<file path="config.mk">
export PLATFORM = sky130hd
export DESIGN_NAME = store_buffer
export DESIGN_NICKNAME = d
export VERILOG_FILES = /design/src/rtl/store_buffer.sv
export SDC_FILE = /design/constraint.sdc
export NUM_CORES = 1
export LEC_CHECK = 0
export CAP_MARGIN = 20
export CORE_MARGIN = 1
export CORE_UTILIZATION = 45
export DETAILED_ROUTE_END_ITERATION = 16
export GPL_TIMING_DRIVEN = 0
export HOLD_SLACK_MARGIN = 0.03
export PLACE_DENSITY = 0.68
export SETUP_SLACK_MARGIN = 0.5
export SLEW_MARGIN = 10
export SYNTH_ARGS = -nofsm -noshare
export SYNTH_HDL_FRONTEND = slang
export SYNTH_SLANG_ARGS = --single-unit
</file>
<file path="constraint.sdc">
create_clock -name clk_i -period 10.5 [get_ports clk_i]
set_input_delay 3.15 -clock clk_i [delete_from_list [all_inputs] [get_ports clk_i]]
set_output_delay 3.15 -clock clk_i [all_outputs]
set_load 0.005 [all_outputs]
</file>
<file path="src/rtl/store_buffer.sv">
// Store formatting and buffering stage ahead of the data-memory write port.
// Formats SB/SH/SW/SD into lane-aligned data and strobes, queues them in a FIFO.
module store_buffer #(
    parameter int XLEN  = 32,
    parameter int DEPTH = 4
) (
    input  logic              clk_i,
    input  logic              rst_i,
    input  logic              req_valid_i,
    output logic              req_ready_o,
    input  logic [1:0]        req_size_i,
    input  logic [XLEN-1:0]   req_addr_i,
    input  logic [XLEN-1:0]   req_wdata_i,
    output logic              misaligned_o,
    output logic              mem_valid_o,
    input  logic              mem_ready_i,
    output logic [XLEN-1:0]   mem_addr_o,
    output logic [XLEN-1:0]   mem_wdata_o,
    output logic [XLEN/8-1:0] mem_wstrb_o,
    input  logic [XLEN-1:0]   ld_addr_i,
    output logic              ld_hazard_o,
    output logic [$clog2(DEPTH):0] count_o,
    output logic              empty_o
);
    localparam int NB   = XLEN / 8;
    localparam int OFFW = $clog2(NB);
    localparam int PW   = $clog2(DEPTH);
    localparam int CW   = PW + 1;

    logic [OFFW-1:0] off;
    logic [NB-1:0]   f_strb;
    logic [XLEN-1:0] f_raw;
    logic [XLEN-1:0] f_data;
    logic [XLEN-1:0] f_addr;
    logic [XLEN-1:0] ld_al;
    logic            bad;
    logic            enq;
    logic            deq;

    logic [PW-1:0]   head_q, head_d;
    logic [PW-1:0]   tail_q, tail_d;
    logic [CW-1:0]   count_q, count_d;
    logic [XLEN-1:0] addr_q [DEPTH];
    logic [XLEN-1:0] data_q [DEPTH];
    logic [NB-1:0]   strb_q [DEPTH];

    logic            unused_ld_off;

    assign off           = req_addr_i[OFFW-1:0];
    assign f_addr        = {req_addr_i[XLEN-1:OFFW], OFFW'(0)};
    assign ld_al         = {ld_addr_i[XLEN-1:OFFW], OFFW'(0)};
    assign unused_ld_off = ^ld_addr_i[OFFW-1:0];

    // Lane-align the store data and build strobes; dead lanes forced to zero.
    always_comb begin
        f_strb = '0;
        f_raw  = '0;
        f_data = '0;
        case (req_size_i)
            2'b00: begin
                f_strb = NB'(1) << off;
                f_raw  = XLEN'(req_wdata_i[7:0]) << {off, 3'b000};
            end
            2'b01: begin
                f_strb = NB'(3) << off;
                f_raw  = XLEN'(req_wdata_i[15:0]) << {off, 3'b000};
            end
            2'b10: begin
                f_strb = NB'(15) << off;
                f_raw  = XLEN'(req_wdata_i[31:0]) << {off, 3'b000};
            end
            default: begin
                f_strb = '1;
                f_raw  = req_wdata_i;
            end
        endcase
        for (int b = 0; b < NB; b++) begin
            f_data[8*b +: 8] = f_strb[b] ? f_raw[8*b +: 8] : 8'h00;
        end
    end

    // Alignment check; a double store is illegal on a 32-bit datapath.
    always_comb begin
        bad = 1'b0;
        case (req_size_i)
            2'b01:   bad = off[0];
            2'b10:   bad = |off[1:0];
            2'b11:   bad = (XLEN == 32) || (|off);
            default: bad = 1'b0;
        endcase
    end

    assign misaligned_o = req_valid_i & bad;
    assign req_ready_o  = count_q < CW'(DEPTH);
    assign mem_valid_o  = count_q != '0;
    assign empty_o      = count_q == '0;
    assign count_o      = count_q;
    assign enq          = req_valid_i & req_ready_o & ~misaligned_o;
    assign deq          = mem_valid_o & mem_ready_i;

    assign mem_addr_o  = mem_valid_o ? addr_q[head_q] : '0;
    assign mem_wdata_o = mem_valid_o ? data_q[head_q] : '0;
    assign mem_wstrb_o = mem_valid_o ? strb_q[head_q] : '0;

    // Pointer and occupancy next-state.
    always_comb begin
        head_d  = deq ? head_q + PW'(1) : head_q;
        tail_d  = enq ? tail_q + PW'(1) : tail_q;
        count_d = count_q;
        case ({enq, deq})
            2'b10:   count_d = count_q + CW'(1);
            2'b01:   count_d = count_q - CW'(1);
            default: count_d = count_q;
        endcase
    end

    // Word-granular RAW check against occupied entries only.
    always_comb begin
        ld_hazard_o = 1'b0;
        for (int i = 0; i < DEPTH; i++) begin
            if ((CW'(i) < count_q) && (addr_q[head_q + PW'(i)] == ld_al)) begin
                ld_hazard_o = 1'b1;
            end
        end
    end

    // Pointer and count registers.
    always_ff @(posedge clk_i or posedge rst_i) begin
        if (rst_i) begin
            head_q  <= '0;
            tail_q  <= '0;
            count_q <= '0;
        end else begin
            head_q  <= head_d;
            tail_q  <= tail_d;
            count_q <= count_d;
        end
    end

    // Entry storage, written at the tail on enqueue.
    always_ff @(posedge clk_i or posedge rst_i) begin
        if (rst_i) begin
            for (int i = 0; i < DEPTH; i++) begin
                addr_q[i] <= '0;
                data_q[i] <= '0;
                strb_q[i] <= '0;
            end
        end else if (enq) begin
            addr_q[tail_q] <= f_addr;
            data_q[tail_q] <= f_data;
            strb_q[tail_q] <= f_strb;
        end
    end
endmodule

</file>
==> results of run 1 <==
-- worst max-delay path: stages --
cell	delay, ns
clkdlybuf4s50_1	0.65
inv_1	0.23
xnor2_1	0.39
o211ai_1	0.23
a2111o_1	0.50
a2111oi_2	0.47
a311o_1	0.32
clkdlybuf4s50_1	0.54
-- layout make-up --
cell class                      instances  area, um^2
Timing Repair Buffer                  167        1760
Fill cell                            3246       16000
Tap cell                              461         577
Multi-Input combinational cell       1128        9000
Inverter                               32         124
Sequential cell                       271        6780
Antenna cell                            1        2.50
Clock buffer                           41         863
Clock inverter                         13         118
Buffer                                121         617
-- per-stage QoR --
step | hold WS [ns] | total power, mW | instance area [um^2]
3_5_place_dp | 0.467 | 5.86 | 18900
6_report | 0.476 | 6.98 | 19800
2_1_floorplan | 0.445 | 4.22 | 16500
3_3_place_gp | 0.456 | 5.78 | 18700
5_1_grt | 0.499 | 7.29 | 19800
4_1_cts | 0.480 | 6.94 | 19800
-- flip-flops by register name, summed over array words and instances (netlist names) --
signal and cells:
data_q 128, addr_q 120, strb_q 16, count_o 3
head_q 2, tail_q 2
-- routing by layer --
metal / GRT usage, % / vias up / wire, um
li1: - / 6011 / -
met1: 42.4 / 7076 / 25100
met2: 57.4 / 607 / 30800
met3: 5.65 / 148 / 3980
met4: 13.4 / 2 / 2760
met5: 0 / - / 13
-- placed cells by master (no fill, tap or decap), drive strengths merged, types with 9 or more instances in the layout --
master	Yosys	layout
a21oi	35	35
clkbuf	71	112
clkdlybuf4s50	0	159
nand4	13	13
mux2	146	146
nor4	11	11
mux4	75	75
mux2i	94	94
ha	15	15
o21ai	165	165
buf	50	58
nand2	220	220
a22oi	31	31
nor2	48	48
inv	31	33
dfrtp	271	271
a221oi	12	12
o22ai	11	11
xnor2	64	64
nor2b	55	55
o211ai	9	9
xor2	23	23
-- cells by family (layout without fill, tap and decap cells) --
group / count (synthesis) / in the layout / synth area share (%)
xor+xnor: 87 / 87 / 4.61
other cells: 1 / 3 / 0.0227
fa+ha+maj: 15 / 15 / 1.14
mux: 315 / 315 / 25.9
buf+inv: 153 / 374 / 4.46
compound gates: 317 / 317 / 11.9
flops: 271 / 271 / 41.1
simple gates: 392 / 392 / 10.9
-- power groups by stage --
stage | logic [mW] | clock network [mW] | registers (mW)
finish | 4.02 | 1.06 | 1.91
detailed placement | 3.95 | 0 | 1.91
CTS | 3.97 | 1.07 | 1.89
global route | 4.22 | 1.11 | 1.96
global placement | 3.91 | 0 | 1.87
floorplan | 2.46 | 0 | 1.76
-- worst min-delay path by stage --
| stage | endpoint | slack (ns) | cells after the start |
|---|---|---|---|
| after floorplan | data_q[32]$_DFFE_PP0P_ | 0.44 | 2 |
| after global placement | data_q[36]$_DFFE_PP0P_ | 0.46 | 2 |
| after detailed placement | data_q[40]$_DFFE_PP0P_ | 0.47 | 2 |
| after CTS | data_q[40]$_DFFE_PP0P_ | 0.48 | 2 |
| after global routing | data_q[113]$_DFFE_PP0P_ | 0.50 | 2 |
| final | data_q[40]$_DFFE_PP0P_ | 0.48 | 2 |
==> impl_results.md, run 1 <==
* Pin count of the biggest net entering global routing at 41
* Initial drt markers at 1092
* IO Pins at 178
* Root Buffer: clkbuf_16
* Endpoint class of the critical path: primary output
* Iteration count of the initial detailed-routing pass at 5
* Antenna-violating nets left at 0
* Min cycle time layout at 9.63 ns
* Post-synth EDFFs at 0
* Most common cell in the netlist: dfrtp_1
* FFs w/ async S/R, synth at 100%
* Hold Crit Class: reg2reg
* Post-synth top area cell: dfrtp_1
* Fin crit share at around 92%
* Dpl hpwl at about 48000 um
* GRT Total Usage at about a third
* CTS max path bufs at 3
* Int Pwr at 4.00 mW
* Yosys warns at 0
* Setup violators final at 0
* Core area at approximately 36000 um^2
* Critical path endpoint: ld_hazard_o
* Via count at 13800
* Worst rel slew slack at 27.8%
* Startpoint Class: input port
* Final Max Tran Viols at 0
* Syn Inst Count at 1551
* Chip Height at 194 um
* RSZ-0062 raised after global routing: false
* Clk_lat worst skew at 0.61 ns
* Nets at roughly 1900
* Global-route wire length before repair at 93600 um
* Gr ovfl total at 0
* Largest cells by area after synthesis: dfrtp_1 41%, mux4_2 10%, mux2_2 9.9%
* Initial Utilization at 46.1%
* Switching share of power at a little over two fifths
* Inst Count DP at 2180
* CTS tree: yes
* Top-area cell type share of the netlist area at 41.1%
* Vias in the first global route at 14200
* Top cells by count, synth: 271 x dfrtp_1, 220 x nand2_1, 165 x o21ai_0, 145 x mux2_2, 93 x mux2i_1
* Setup slack after layout at 0.869 ns
* Max H-tree Level at 1
* Post-synthesis sequential area ratio at 41.1%
* Status: completed
* Worst setup path start: ld_addr_i[17]
* Vias per inst at 6.19
* Reg2reg setup slack at 7.59 ns
* Share of layout cells above drive strength 1 at about a fifth
* FF-to-FF path depth at 7
* Critical path type: in2out
* Slew at the pin with the worst max-slew slack at 1.08 ns
* Sequential Power Share at 27.3%
* Skew final at 0.0246 ns
* Endpoints failing hold at 0
* Top FF cell, synth: dfrtp_1
* Hold buffer count at cts at 0
* Sinks on Clock Net at 271
* FF-to-FF Start: head_q[1]$_DFFE_PP0P_
* Peak supply drop at ~0.17 mV
* Post-CTS sizing at 0
* IO Port Bufs at 159
* Critical R2R Capture: head_q[1]$_DFFE_PP0P_
* Req. time, crit path at 7.35 ns
* Drt total wl at 62700 um
* Antenna violations before repair at 1
* Fin Setup TNS at 0 ns
* Critical-path maximum fanout at 6
* Logic pwr share at 57.6%
* Distinct cell type count after synthesis at 68
* Leak Pwr at 8.41 nW
* Number of synthesized register bits at ~270
* NetSw at 2.98 mW
* Crit path DAT at 6.48 ns
* Clock Pin Slew Worst Setup and Hold Paths at 0.06 ns
* Clock power frac at 15.1%
* Cell Count, Final, Fillers Out at 2235
* Setup Fix Bufs, Post-CTS at 0
* Routability cong. at 1.06
* # rows at 69
* DR WL/cell at 28.1 um
* Fin util at 55.4%
* Syn avg cell area at 10.6 um^2
* Netlist Area Pre-Place at 16500 um^2
* Fmax at 0.104 GHz
* Die width at 194 um
* Area Growth Syn to Fin at 20.1%
* Die area at about 37000 um^2
* Dpl ws at between 0.9 and 1 ns
* PwrDens at 352 nW/um^2
* DR DRC count at 0
* TritonCTS Buffers at 31
* Worst hold start: data_q[40]$_DFFE_PP0P_
* Max-cap viol count at 0
Power figures use the tool's default switching activity.
==> run 2: changes to the inputs <==
- CORE_MARGIN: 1 -> 4
==> run 2 against run 1 <==
  * Sequential power is essentially flat
  * Register-to-register slack improved by 0.03 ns
  * Critical endpoint unchanged
  * Setup slack improved by 0.24 ns
  * Cell area increased by 0.12%
  * Clock skew up 0.0089 ns
  * Utilization is 0.067 points lower
  * Final cell count about the same
==> impl_results.md, run 2 (synthesis gave the netlist of run 1 again) <==
* Area Growth Syn to Fin at 20.3%
* Hold slack final at 0.478 ns
* Core area at 35900 um^2
* Fin Setup TNS at 0 ns
* Endpoint class of the critical path: primary output
* IO Pins at 178
* Pin count of the biggest net entering global routing at 39
* FF-to-FF path depth at 5
* Initial drt markers at 1107
* Critical path type: in2out
* Setup Fix Bufs, Post-CTS at 0
* Vias per inst at 6.19
* DR DRC count at 0
* Skew final at between 0.03 and 0.04 ns
* # rows at 69
* Drt total wl at 61000 um
* Commonest cells after routing, fill and taps aside: 271 x dfrtp_1, 220 x nand2_1, 165 x o21ai_0
* Fin crit share at about nine tenths
* Max FFs per register at ~130
* Chip Height at 200 um
* DR WL/cell at 27.3 um
* Startpoint Class: input port
* Hold Crit Class: reg2reg
* Max-cap viol count at 0
* TritonCTS Buffers at 30
* Global-route wire length before repair at 90500 um
* Setup violators final at 0
* Worst rel slew slack at 34.2%
* Post-CTS sizing at 0
* Initial Utilization at between 40% and 50%
* Commonest non-fill, non-tap cell in the layout: dfrtp_1
* # fillers at 3187
* Req. time, crit path at ~7.4 ns
* Peak supply drop at 0.176 mV
* Antenna-violating nets left at 0
* Status: completed
* Max H-tree Level at 1
* Gr ovfl total at 0
* RSZ-0062 raised after global routing: false
* Share of layout cells above drive strength 1 at a little under a fifth
* Antenna violations before repair at 2
* Iteration count of the initial detailed-routing pass at 5
* Min cycle time layout at 9.39 ns
* Clk_lat worst skew at about 0.60 ns
* Leak Pwr at 8.42 nW
* Critical-path maximum fanout at 5
* PwrDens at 349 nW/um^2
* Nets at 1868
* CTS max path bufs at 3
* Routability cong. at 1.05
* Post-route cell area at 19900 um^2
* Biggest register: data_q
* Hold buffer count at cts at 0
* Root Buffer: clkbuf_16
* Hold depth at 2
* IO Port Bufs at 159
* Placement Cell Area at 18900 um^2
* Slew at the pin with the worst max-slew slack at 0.987 ns
* GRT Total Usage at around 30%
* Vias in the first global route at about 14000
* Final Max Tran Viols at 0
* Clock Pin Slew Worst Setup and Hold Paths at 0.06 ns
* Sinks on Clock Net at ~270
* Fmax at about 0.11 GHz
* Dpl hpwl at 46100 um
* Endpoints failing hold at 0
* Fin util at 55.3%
* Die width at approximately 200 um
* Via count at 13800
* Biggest regs: data_q x128, addr_q x120, strb_q x16
* CTS tree: yes
* Die area at 39800 um^2
* Crit path DAT at 6.24 ns
* Power, Total at 6.94 mW
## run 2: cell types whose count changed in the layout (fill, tap and decap cells not counted), sizes merged
cell      previous run  this run
clkbuf             112       117
clkinvlp             3         1
bufinv               1         2
clkinv               8         7
inv                 33        31
## run 2: metal layers
metal	routed length, um	part of all wire (%)	vias up	GRT usage [%]
li1	-	-	6003	-
met1	23900	39	6972	39.2
met2	29500	48	720	51.1
met3	4720	7.7	151	5.33
met4	2760	4.5	2	11.4
met5	14	0.023	-	0
## run 2: area by class of cell
cell class	instances	area (um^2)	area share [%]
clock buffer	46	881	4.43
timing repair buffer	167	1760	8.86
inverter	32	124	0.624
multi-input combinational	1128	9000	45.3
antenna	1	2.50	0.0126
clock inverter	9	124	0.624
buffer	121	617	3.10
tap	461	577	2.90
sequential	271	6780	34.1
## run 2: path summary, 6_finish.rpt
check,startpoint,end,slack (ns)
max in group asynchronous,rst_i,data_q[84]$_DFFE_PP0P_,6.25
worst max register to register,count_o[2]$_DFFE_PP0P_,addr_q[41]$_DFFE_PP0P_,7.62
worst min register to register,strb_q[5]$_DFFE_PP0P_,strb_q[5]$_DFFE_PP0P_,0.48
worst min-delay path,strb_q[5]$_DFFE_PP0P_,strb_q[5]$_DFFE_PP0P_,0.48
worst max-delay path,ld_addr_i[20],ld_hazard_o,1.11
min in group asynchronous,rst_i,addr_q[26]$_DFFE_PP0P_,2.97
## run 2: stage by stage
| step | std cells | setup WS (ns) |
|---|---|---|
| finish | 2236 | 1.11 |
| floorplan | 1552 | 2.72 |
| detailed placement | 2180 | 1.22 |
| global route | 2236 | 1.09 |
| global placement | 2172 | 1.14 |
| CTS | 2235 | 1.21 |
## run 2: where the power goes
group / switching (mW) / internal, mW / total, mW
combinational: 2.10 / 1.88 / 3.98
clock: 0.446 / 0.627 / 1.07
sequential: 0.373 / 1.52 / 1.89
## run 2: worst max-delay path, stage by stage
cell and delay, ns:
clkdlybuf4s50_1 0.69, inv_1 0.19, xnor2_1 0.16, nor4_1 0.54
nand4_1 0.33, a2111oi_2 0.36, a311o_1 0.29, clkdlybuf4s50_1 0.53
==> run 3: changes to the inputs <==
- CORE_MARGIN: 4 -> unset
- HOLD_SLACK_MARGIN: 0.03 -> unset
- SKIP_LAST_GASP: unset -> 1
==> results of run 3 <==
Final layout, timing and power as in run 1 (identical DEF).
